===== config.mk =====
export PLATFORM = sky130hd
export DESIGN_NAME = term_config_chain_flat
export DESIGN_NICKNAME = d
export VERILOG_FILES = /design/src/rtl/term_config_chain_pkg.sv /design/src/rtl/term_config_chain_if.sv /design/src/rtl/term_config_chain_shift.sv /design/src/rtl/term_config_chain.sv /design/src/flat_wrapper.sv
export SDC_FILE = /design/constraint.sdc
export NUM_CORES = 1
export LEC_CHECK = 0
export BUFFER_PORTS_ARGS = -buffer_cell sky130_fd_sc_hd__buf_2
export CAP_MARGIN = 20
export CORE_ASPECT_RATIO = 2
export CORE_UTILIZATION = 54
export DETAILED_ROUTE_END_ITERATION = 8
export PLACE_DENSITY = 0.95
export SLEW_MARGIN = 15
export SYNTH_ARGS = -nofsm -noshare
export SYNTH_HDL_FRONTEND = slang
export SYNTH_SLANG_ARGS = --single-unit

===== constraint.sdc =====
create_clock -name CLK -period 6.7 [get_ports CLK]
set_clock_uncertainty 0.15 [all_clocks]
set_input_delay 1.34 -clock CLK [delete_from_list [all_inputs] [get_ports CLK]]
set_output_delay 1.34 -clock CLK [all_outputs]
set_load 0.01 [all_outputs]

===== src/rtl/term_config_chain_pkg.sv =====
// Shared types and sizing helpers for the termination-tile
// configuration chain.
package term_cfg_pkg;

  typedef enum logic [1:0] {
    OPER,
    SHIFT,
    COMMIT
  } cfg_state_t;

  function automatic int num_frames(int n, int fb);
    return (n + fb - 1) / fb;
  endfunction

  function automatic int cnt_width(int n);
    return $clog2(n + 1);
  endfunction

endpackage


===== src/rtl/term_config_chain_if.sv =====
// Configuration bus of a termination tile: serial chain,
// frame port and the committed configuration outputs.
interface term_config_chain_if #(
  parameter int NoConfigBits    = 32,
  parameter int MaxFramesPerCol = 20,
  parameter int FrameBitsPerRow = 32
);

  logic                       MODE;
  logic                       CONFin;
  logic                       CONFout;
  logic [FrameBitsPerRow-1:0] FrameData;
  logic [MaxFramesPerCol-1:0] FrameStrobe;
  logic [MaxFramesPerCol-1:0] FrameStrobe_O;
  logic [NoConfigBits-1:0]    ConfigBits;
  logic [NoConfigBits-1:0]    ConfigBits_N;
  logic                       ConfigDone;
  logic                       ConfigErr;

  modport master (
    output MODE, CONFin,
    output FrameData, FrameStrobe,
    input  CONFout, FrameStrobe_O,
    input  ConfigBits, ConfigBits_N,
    input  ConfigDone, ConfigErr
  );

  modport slave (
    input  MODE, CONFin,
    input  FrameData, FrameStrobe,
    output CONFout, FrameStrobe_O,
    output ConfigBits, ConfigBits_N,
    output ConfigDone, ConfigErr
  );

endinterface


===== src/rtl/term_config_chain_shift.sv =====
// Serial shadow register with saturating bit counter and a
// one-cycle CONFout stage toward the downstream tile.
module term_cfg_shift
  import term_cfg_pkg::*;
#(
  parameter int NoConfigBits = 32
) (
  input  logic                    clk,
  input  logic                    rst,
  input  logic                    clear,
  input  logic                    en,
  input  logic                    confin,
  output logic [NoConfigBits-1:0] shadow,
  output logic                    full,
  output logic                    confout
);

  localparam int CW = cnt_width(NoConfigBits);
  localparam logic [CW-1:0] CMAX = CW'(NoConfigBits);

  logic [CW-1:0]           cnt;
  logic [NoConfigBits-1:0] shadow_nxt;

  if (NoConfigBits == 1) begin : g_one
    assign shadow_nxt = confin;
  end else begin : g_many
    assign shadow_nxt = {shadow[NoConfigBits-2:0], confin};
  end

  always_ff @(posedge clk or posedge rst) begin
    if (rst) begin
      shadow  <= '0;
      cnt     <= '0;
      confout <= 1'b0;
    end else if (clear) begin
      cnt <= '0;
    end else if (en) begin
      shadow  <= shadow_nxt;
      confout <= shadow[NoConfigBits-1];
      if (cnt != CMAX)
        cnt <= cnt + 1'b1;
    end
  end

  assign full = (cnt == CMAX);

endmodule


===== src/rtl/term_config_chain.sv =====
// Termination-tile configuration store: serial chain with
// commit-on-exit, frame writes and a strobe repeater.
module term_config_chain
  import term_cfg_pkg::*;
#(
  parameter int NoConfigBits    = 32,
  parameter int MaxFramesPerCol = 20,
  parameter int FrameBitsPerRow = 32,
  parameter bit StrobeRepeat    = 1'b1
) (
  input logic               CLK,
  input logic               RST,
  term_config_chain_if.slave bus
);

  localparam int NF = num_frames(NoConfigBits, FrameBitsPerRow);

  cfg_state_t              state;
  logic [NoConfigBits-1:0] shadow;
  logic [NoConfigBits-1:0] cfg;
  logic [NoConfigBits-1:0] cfg_nxt;
  logic [NoConfigBits-1:0] wr_en;
  logic [NoConfigBits-1:0] wr_data;
  logic                    full;
  logic                    confout;
  logic                    commit;
  logic                    done;
  logic                    err;

  term_cfg_shift #(
    .NoConfigBits(NoConfigBits)
  ) u_shift (
    .clk    (CLK),
    .rst    (RST),
    .clear  (state != SHIFT && bus.MODE),
    .en     (state == SHIFT),
    .confin (bus.CONFin),
    .shadow (shadow),
    .full   (full),
    .confout(confout)
  );

  // Map every config bit to its frame strobe and data lane
  for (genvar b = 0; b < NoConfigBits; b++) begin : g_bit
    localparam int FI = b / FrameBitsPerRow;
    localparam int DI = b % FrameBitsPerRow;
    if (FI < NF && FI < MaxFramesPerCol) begin : g_on
      assign wr_en[b] = bus.FrameStrobe[FI];
    end else begin : g_off
      assign wr_en[b] = 1'b0;
    end
    assign wr_data[b] = bus.FrameData[DI];
  end

  assign commit = (state == COMMIT) && full;

  // Frame data lands after the commit so it wins on overlap
  always_comb begin
    cfg_nxt = cfg;
    if (commit)
      cfg_nxt = shadow;
    cfg_nxt = (cfg_nxt & ~wr_en) | (wr_data & wr_en);
  end

  always_ff @(posedge CLK or posedge RST) begin
    if (RST)
      cfg <= '0;
    else
      cfg <= cfg_nxt;
  end

  always_ff @(posedge CLK or posedge RST) begin
    if (RST) begin
      state <= OPER;
      done  <= 1'b0;
      err   <= 1'b0;
    end else begin
      done <= 1'b0;
      unique case (state)
        OPER: begin
          if (bus.MODE) begin
            state <= SHIFT;
            err   <= 1'b0;
          end
        end
        SHIFT: begin
          if (!bus.MODE)
            state <= COMMIT;
        end
        COMMIT: begin
          done <= full;
          if (!full)
            err <= 1'b1;
          else if (bus.MODE)
            err <= 1'b0;
          state <= bus.MODE ? SHIFT : OPER;
        end
        default: state <= OPER;
      endcase
    end
  end

  if (StrobeRepeat) begin : g_rep
    logic [MaxFramesPerCol-1:0] strobe_q;
    always_ff @(posedge CLK or posedge RST) begin
      if (RST)
        strobe_q <= '0;
      else
        strobe_q <= bus.FrameStrobe;
    end
    assign bus.FrameStrobe_O = strobe_q;
  end else begin : g_wire
    assign bus.FrameStrobe_O = bus.FrameStrobe;
  end

  assign bus.ConfigBits   = cfg;
  assign bus.ConfigBits_N = ~cfg;
  assign bus.ConfigDone   = done;
  assign bus.ConfigErr    = err;
  assign bus.CONFout      = confout;

endmodule


===== src/flat_wrapper.sv =====
// flat-port wrapper written by rule: the top's interface ports become plain ports
module term_config_chain_flat import term_cfg_pkg::*;
#(
  parameter int NoConfigBits    = 32,
  parameter int MaxFramesPerCol = 20,
  parameter int FrameBitsPerRow = 32,
  parameter bit StrobeRepeat    = 1'b1
)
  (CLK, RST, bus_MODE, bus_CONFin, bus_FrameData, bus_FrameStrobe, bus_CONFout, bus_FrameStrobe_O, bus_ConfigBits, bus_ConfigBits_N, bus_ConfigDone, bus_ConfigErr);
  term_config_chain_if #(.NoConfigBits(NoConfigBits), .MaxFramesPerCol(MaxFramesPerCol), .FrameBitsPerRow(FrameBitsPerRow)) bus_i ();
  input logic CLK;
  input logic RST;
  input wire logic [$bits(bus_i.MODE)-1:0] bus_MODE;
  input wire logic [$bits(bus_i.CONFin)-1:0] bus_CONFin;
  input wire logic [$bits(bus_i.FrameData)-1:0] bus_FrameData;
  input wire logic [$bits(bus_i.FrameStrobe)-1:0] bus_FrameStrobe;
  output wire logic [$bits(bus_i.CONFout)-1:0] bus_CONFout;
  output wire logic [$bits(bus_i.FrameStrobe_O)-1:0] bus_FrameStrobe_O;
  output wire logic [$bits(bus_i.ConfigBits)-1:0] bus_ConfigBits;
  output wire logic [$bits(bus_i.ConfigBits_N)-1:0] bus_ConfigBits_N;
  output wire logic [$bits(bus_i.ConfigDone)-1:0] bus_ConfigDone;
  output wire logic [$bits(bus_i.ConfigErr)-1:0] bus_ConfigErr;
  assign bus_i.MODE = bus_MODE;
  assign bus_i.CONFin = bus_CONFin;
  assign bus_i.FrameData = bus_FrameData;
  assign bus_i.FrameStrobe = bus_FrameStrobe;
  assign bus_CONFout = bus_i.CONFout;
  assign bus_FrameStrobe_O = bus_i.FrameStrobe_O;
  assign bus_ConfigBits = bus_i.ConfigBits;
  assign bus_ConfigBits_N = bus_i.ConfigBits_N;
  assign bus_ConfigDone = bus_i.ConfigDone;
  assign bus_ConfigErr = bus_i.ConfigErr;
  term_config_chain #(.NoConfigBits(NoConfigBits), .MaxFramesPerCol(MaxFramesPerCol), .FrameBitsPerRow(FrameBitsPerRow), .StrobeRepeat(StrobeRepeat)) u_core (.CLK(CLK), .RST(RST), .bus(bus_i));
endmodule

Yosys cells after proc, flatten, opt, wreduce, memory -nomap -nowiden
Cells that the tools add are included.
{"block": "classes", "addsub": 1, "n_eq_ne": 7, "n_mux": 12, "bitwise_logic": 6, "reduce_logical": 9}
{"operator": "$and A32 B32 Y32", "n": 2}
{"operator": "$not A32 Y32", "n": 2}
{"operator": "$mux W32", "n": 1}
{"operator": "$or A32 B32 Y32", "n": 1}
{"operator": "$mux W6", "n": 3}
{"operator": "$add A6 B1 Y6 const B", "n": 1}
{"operator": "$eq A6 B6 Y1 const B", "n": 1}
{"operator": "$ne A6 B6 Y1 const B", "n": 1}
{"operator": "$pmux W2 S3", "n": 1}
{"operator": "$reduce_and A2 Y1", "n": 3}
{"operator": "$reduce_bool A2 Y1", "n": 3}
{"operator": "$mux W1", "n": 4}
{"operator": "$mux W2", "n": 2}
{"operator": "$ne A2 B2 Y1 const B", "n": 2}
{"operator": "$eq A2 B1 Y1 const B", "n": 1}
{"operator": "$eq A2 B2 Y1 const B", "n": 1}
{"operator": "$logic_and A1 B1 Y1", "n": 2}
{"operator": "$logic_not A2 Y1", "n": 1}
{"operator": "$ne A2 B1 Y1 const B", "n": 1}
{"operator": "$pmux W1 S2", "n": 1}
{"operator": "$not A1 Y1", "n": 1}
{"block": "totals", "regBits": 95, "in_bits": 56}

Depth between registers and ports, before layout
Gate-level depths: netlist of run 1.
{"block": "depth", "depth_word": 5, "mapped_depth": 7, "depth_no_buf": 5}

By module
Synthesis of run 1 repeated with hierarchy kept, for this count alone.
{"block": "hier_totals", "cells_unflattened": 352, "area_unflattened_um2": 4177.8}
{"module": "term_config_chain", "instances": 1, "cells_each": 240, "area_per_inst_um2": 2568.7, "seq_area_each_um2": 1401.3}
{"module": "term_cfg_shift", "instances": 1, "cells_each": 112, "area_per_inst_um2": 1609.0, "seq_area_each_um2": 975.9}

Worst setup path before layout of run 1
Ideal clock, no wire load.
{"block": "synth_timing", "path_type": "input port to flip-flop", "from": "input bus_FrameStrobe[0]", "to": "register (tool-made name)", "setup_time_ns": 0.126, "arrival_time_ns": 2.023, "setup_slack_ns": 4.401, "stages": 4, "path_buffers": 2, "path_cell_list": "buf_4 dlygate4sd1_1 a41oi_1 a21oi_1"}
{"element": "start, declared", "line_no": "flat_wrapper.sv:16", "rtl": "input wire logic [$bits(bus_i.FrameStrobe)-1:0] bus_FrameStrobe;"}

==> flow_metrics.env, run 1 <==
export IMPL_tritoncts="done"
export IMPL_cts_buffers=9
export IMPL_drt_iter0_markers=261
export IMPL_swShare_pct=27.5
export IMPL_worstMarginPinSlew_ps=1010
export IMPL_synth_distinct_cells=36
export IMPL_hp_class="reg2reg"
export IMPL_grt_pass1_wl_um=16200
export IMPL_first_pass_iters=5
export IMPL_viasPerCell=5.62
export IMPL_h_tree_depth=3
export IMPL_yosysSeqAreaShare_pct=57.2
export IMPL_antenna_found_initial=0
export IMPL_clkSlewWorstSetupHoldPaths_ps=60
export IMPL_maxCapViolCount=0
export IMPL_clock_latency_ps=340
export IMPL_slew_headroom_pct=32.7
export IMPL_hold_violations=0
export IMPL_drive_gt1_share_pct=30.3
export IMPL_cp_cell_sequence="inv_1, buf_2"
export IMPL_numPortBuffers=142
export IMPL_slew_violations=0
export IMPL_track_usage_pct=26.1
export IMPL_crit_family="flip-flops"
export IMPL_routed_wl_um=10100
export IMPL_die_x_um=64.0
export IMPL_rows=44
export IMPL_clock_sinks=95
export IMPL_hpwl_um=6690
export IMPL_p_switching_mw=0.395
export IMPL_cp_max_fo=3
export IMPL_drtAntennaViolNets=0
export IMPL_grt_max_degree=75
export IMPL_setup_viol=0
export IMPL_drc=0
export IMPL_syn_num_nets=486
export IMPL_layout_nets=614
export IMPL_p_leak_nw=2.72
export IMPL_clockBufferDepth=2
export IMPL_p_int_mw=1.04
export IMPL_clkPwrFrac_pct=36.0
export IMPL_cts_resized=0
export IMPL_ir_drop_v=0.000160
export IMPL_ioPinCount=143
export IMPL_first_global_vias=3378
export IMPL_die_area_um2=8070
export IMPL_holdWs_ps=351
export IMPL_synthCells=428
export IMPL_crit_buf_inv=2
export IMPL_crit_path_end_kind="output port"
export IMPL_status="completed"
export IMPL_crit_path_start_kind="register"
export IMPL_wire_per_inst_um=15.5
export IMPL_die_h_um=126
export IMPL_fin_setup_tns_ps=0
export IMPL_gr_total_overflow=0
export IMPL_clock_fmax_mhz=409
export IMPL_critPathRequiredTime_ps=5210
export IMPL_seq_area_um2=2380
export IMPL_cts_hold_buf=0
export IMPL_avgSynthCellArea_um2=9.71
export IMPL_num_antenna_cells=0
export IMPL_worstPathArrival_ps=960
export IMPL_fin_crit_sh_pct=36.5
export IMPL_yosysWarningCount=0
export IMPL_nFillCells=532
export IMPL_syn_cell_area_um2=4160
export IMPL_clockRootBuffer="clkbuf_16"
export IMPL_critical_path_max_stage_delay_ps=410
export IMPL_crit_type="reg2out"
export IMPL_combinationalPowerShare_pct=15.5
export IMPL_post_route_min_period_ps=2450
export IMPL_core_um2=7380
export IMPL_gp_congestion=0.784
export IMPL_cts_setup_buffers=0
export IMPL_rsz0062_at_grt="no"
export IMPL_ys_ff_latch=95
export IMPL_areaGrowthSynthToFinish_pct=24.4
export IMPL_vias=3669
export IMPL_start_util_pct=56.3
export IMPL_multi_input_area_um2=1460
export IMPL_seq_power_share_pct=48.4
export IMPL_cpMaxStageDelayCell="dfrtp_1"
export IMPL_power_density_nw_per_um2=277
==> Yosys cell counts <==
cell type      instances  area share (%)
mux2i_1                2            0.48
a211oi_1               1            0.18
clkbuf_1              10            0.90
and2b_1                1            0.18
clkbuf_4               1            0.18
and3_2                 1            0.18
o211ai_1               1            0.18
nor3_1                 2            0.24
nor2b_1               34             5.1
a41oi_1               32             6.7
ha_1                   2            0.60
or4_1                  1            0.18
a21o_1                 2            0.36
a32o_1                 3            0.72
nand3_1                3            0.36
o22ai_1                1            0.15
buf_2                 11             1.3
clkbuf_2               1            0.12
inv_1                 38             3.4
nand2_1              102             9.2
a22o_1                 1            0.21
or4b_1                 1            0.24
mux2_2                 1            0.27
or4b_4                 1            0.33
dlygate4sd1_1          1            0.21
and2_1                 1            0.15
o21ai_0                3            0.36
nor2_1                 3            0.27
buf_6                  3            0.81
nand3b_1               1            0.18
nand2b_1               1            0.15
o21ai_1               29             3.5
a21oi_1               33             4.0
buf_4                  4            0.72
dfrtp_1               95              57
nor4b_4                1            0.57
==> cells by family after synthesis <==
kind of cell / after synthesis / share of synthesized area [%]
AOI/OAI and AO/OA: 106 / 16.4
adders and majority gates: 2 / 0.602
buffers and inverters: 69 / 7.71
DFF: 95 / 57.2
muxes: 3 / 0.753
and+or+nand+nor: 153 / 17.4
==> tightest hold or removal path: cells and delay by family, from the launching register on <==
kind | cells | cell delay, ps
flops | 1 | 360
simple gates | 2 | 120
==> final timing paths <==
path                                        start                     end  slack (ps)  cells after the start
hold reg to reg            u_core.u_shift.confout  u_core.u_shift.confout         350                      2
setup / recovery                         register     bus_ConfigBits_N[1]        4250                      2
max in group asynchronous                     RST               async pin        4420                      3
setup reg to reg            u_core.u_shift.cnt[0]                register        4440                      6
hold / removal             u_core.u_shift.confout  u_core.u_shift.confout         350                      2
min in group asynchronous                     RST               async pin         790                      2
==> cells in the final DEF, fill, tap and decap left out, types with 2 or more instances in the layout <==
cell / netlist / routed
a21oi_1: 33 / 33
o21ai_0: 3 / 3
clkbuf_16: 0 / 9
a41oi_1: 32 / 32
buf_2: 11 / 142
nand3_1: 3 / 3
dfrtp_1: 95 / 95
ha_1: 2 / 2
clkinv_2: 0 / 2
nor2_1: 3 / 3
clkbuf_8: 0 / 2
nor2b_1: 34 / 33
a21o_1: 2 / 2
a32o_1: 3 / 3
o21ai_1: 29 / 29
nor3_1: 2 / 2
buf_4: 4 / 5
inv_1: 38 / 37
nand2_1: 102 / 102
mux2i_1: 2 / 2
==> power groups by stage <==
stage | Sequential (mW) | Clock (mW) | Combinational, mW
4_1_cts | 0.692 | 0.524 | 0.224
5_1_grt | 0.701 | 0.551 | 0.249
3_5_place_dp | 0.702 | 0 | 0.222
2_1_floorplan | 0.703 | 0 | 0.128
3_3_place_gp | 0.697 | 0 | 0.212
6_report | 0.695 | 0.517 | 0.222
==> area by class of cell <==
type	instances	area share [%]
sequential	95	46.0
multi-input combinational	264	28.3
timing repair buffer	148	14.8
clock buffer	11	4.89
inverter	38	2.81
tap	92	2.23
clock inverter	5	1.09
==> metrics by stage <==
step | power, mW | utilization, % | setup WS (ps) | std cells | instance area (µm²)
3_3_place_gp | 0.909 | 65.7 | 4060 | 636 | 4850
2_1_floorplan | 0.831 | - | 2730 | 428 | 4160
6_report | 1.43 | 70.1 | 4250 | 653 | 5170
3_5_place_dp | 0.924 | 65.7 | 4010 | 636 | 4850
5_1_grt | 1.50 | 70.1 | 4200 | 653 | 5170
4_1_cts | 1.44 | 69.9 | 4140 | 652 | 5160
==> layer usage <==
metal / global-route usage (%) / vias to the layer above / wire length (µm)
met1: 30.5 / 1790 / 3690
met2: 45.5 / 173 / 5620
met4: 12.3 / 0 / 218
li1: - / 1689 / -
met5: 0 / - / 0
met3: 4.26 / 17 / 578
No activity file was read; power rests on OpenSTA's default activity.
==> run 2, diff against run 1 <==
--- a/config.mk
+++ b/config.mk
@@ -8,9 +8,9 @@
 export BUFFER_PORTS_ARGS = -buffer_cell sky130_fd_sc_hd__buf_2
 export CAP_MARGIN = 20
 export CORE_ASPECT_RATIO = 2
-export CORE_UTILIZATION = 54
+export CORE_UTILIZATION = 50
 export DETAILED_ROUTE_END_ITERATION = 8
-export PLACE_DENSITY = 0.95
+export PLACE_DENSITY = 0.9
 export SLEW_MARGIN = 15
 export SYNTH_ARGS = -nofsm -noshare
 export SYNTH_HDL_FRONTEND = slang
==> constraint.sdc (replaced) <==
create_clock -name CLK -period 2.29 [get_ports CLK]
set_clock_uncertainty 0.15 [all_clocks]
set_input_delay 0.458 -clock CLK [delete_from_list [all_inputs] [get_ports CLK]]
set_output_delay 0.458 -clock CLK [all_outputs]
set_load 0.01 [all_outputs]
==> flow_metrics.env, run 2 (same netlist as run 1, synthesis figures left out) <==
export IMPL_final_cell_mix="buf_2, nand2_1, dfrtp_1"
export IMPL_drive_gt1_share_pct=30.6
export IMPL_routed_wl_um=9880
export IMPL_worstPathArrival_ps=2040
export IMPL_hp_class="in2reg"
export IMPL_first_pass_iters=4
export IMPL_die_x_um=66.5
export IMPL_critPathRequiredTime_ps=2400
export IMPL_clkSlewWorstSetupHoldPaths_ps=60
export IMPL_swShare_pct=26.3
export IMPL_critical_path_max_stage_delay_ps=690
export IMPL_hold_violations=0
export IMPL_track_usage_pct=24.7
export IMPL_status="completed"
export IMPL_ir_drop_v=0.000509
export IMPL_final_common_cell="buf_2"
export IMPL_rows=46
export IMPL_core_um2=8000
export IMPL_slew_headroom_pct=40.5
export IMPL_hpwl_um=6880
export IMPL_areaGrowthSynthToFinish_pct=27.0
export IMPL_antenna_found_initial=0
export IMPL_wire_per_inst_um=14.9
export IMPL_p_switching_mw=1.13
export IMPL_setup_viol=0
export IMPL_post_route_min_period_ps=1930
export IMPL_drt_iter0_markers=295
export IMPL_die_h_um=131
export IMPL_vias=3570
export IMPL_crit_path_end_kind="register"
export IMPL_num_antenna_cells=0
export IMPL_first_global_vias=3537
export IMPL_crit_path_start_kind="register"
export IMPL_combinationalPowerShare_pct=15.4
export IMPL_drtAntennaViolNets=0
export IMPL_clock_latency_ps=340
export IMPL_gp_congestion=0.890
export IMPL_p_leak_nw=2.77
export IMPL_cpMaxStageDelayCell="inv_1"
export IMPL_ioPinCount=143
export IMPL_clock_fmax_mhz=519
export IMPL_fin_crit_sh_pct=84.2
export IMPL_cts_buffers=9
export IMPL_clockRootBuffer="clkbuf_16"
export IMPL_grt_pass1_wl_um=16200
export IMPL_maxCapViolCount=0
export IMPL_viasPerCell=5.38
export IMPL_cts_setup_buffers=0
export IMPL_seq_power_share_pct=47.3
export IMPL_clock_sinks=95
export IMPL_fin_setup_tns_ps=0
export IMPL_h_tree_depth=3
export IMPL_start_util_pct=52.0
export IMPL_numPortBuffers=142
export IMPL_p_int_mw=3.16
export IMPL_grt_max_degree=43
export IMPL_layout_nets=621
export IMPL_finalWorstSetupSlack_ps=362
export IMPL_power_density_nw_per_um2=813
export IMPL_crit_type="reg2reg"
export IMPL_rsz0062_at_grt="no"
export IMPL_worstMarginPinSlew_ps=892
export IMPL_cp_max_fo=29
export IMPL_slew_violations=0
export IMPL_drc=0
export IMPL_clkPwrFrac_pct=37.3
export IMPL_tritoncts="done"
export IMPL_cp_cell_sequence="inv_1, a41oi_1, a21oi_1"
export IMPL_gr_total_overflow=0
export IMPL_die_area_um2=8700
export IMPL_clockBufferDepth=2
export IMPL_place_ws_ps=418
[run 2: changes by cell type in the layout (fill, tap and decap cells not counted), sizes merged]
cell         change
buf              +6
dlygate4sd3      +1
clkbuf           +2
inv              -1
clkinv           -2
bufinv           +1
[run 2: timing repair]
action	in CTS	in global routing
resized for setup	0	0
hold buffers	1	0
endpoints found under the hold margin	14	0
[run 2: metrics by stage]
| step | cell area, µm² | utilization, % | cells | hold WS, ps | power [mW] |
|---|---|---|---|---|---|
| final | 5280 | 66.0 | 664 | 74.5 | 4.29 |
| after global routing | 5280 | 66.0 | 664 | 61.8 | 4.49 |
| after CTS | 5280 | 66.0 | 664 | 70.8 | 4.32 |
| after detailed placement | 4940 | 61.8 | 647 | 315 | 2.72 |
| after global placement | 4940 | 61.8 | 647 | 310 | 2.68 |
| after floorplan | 4160 | - | 428 | 310 | 2.43 |
[run 2: worst max-delay path: cells and delay by family (launching register included)]
kind                   cells  cell delay [ps]
AOI/OAI and AO/OA          2              530
buffers and inverters      1              690
DFF                        1              470
[run 2: power groups by stage]
stage	Clock, mW	Sequential, mW	Combinational (mW)
after floorplan	0	2.06	0.376
after global placement	0	2.04	0.636
after detailed placement	0	2.05	0.663
after CTS	1.62	2.03	0.668
after global routing	1.68	2.06	0.753
final	1.60	2.03	0.660
[run 2: layout make-up]
class                      instances  area, µm²
fill                             639       2720
clock buffer                      13        260
sequential                        95       2380
clock inverter                     3       65.1
multi-input combinational        264       1460
tap                               96        120
timing repair buffer             155        848
inverter                          38        146
[run 2: path summary, 6_finish.rpt]
| path | startpoint | end | slack, ps | depth (start not counted) |
|---|---|---|---|---|
| max | u_core.u_shift.cnt[2] | register | 360 | 3 |
| min | bus_FrameStrobe[1] | u_core.bus.FrameStrobe_O[1] | 70 | 1 |
| max reg2reg | u_core.u_shift.cnt[2] | register | 360 | 3 |
| min reg2reg | u_core.u_shift.confout | u_core.u_shift.confout | 340 | 2 |
| max in group asynchronous | RST | u_core.u_shift.shadow[19] | 930 | 4 |
| min in group asynchronous | RST | async pin | 530 | 3 |
[run 2: layer usage]
metal,global-route usage (%),vias up,wire [µm]
li1,-,1700,-
met1,28.5,1714,3730
met2,43.9,142,5490
met3,4.60,14,478
met4,9.89,0,180
met5,0,-,0
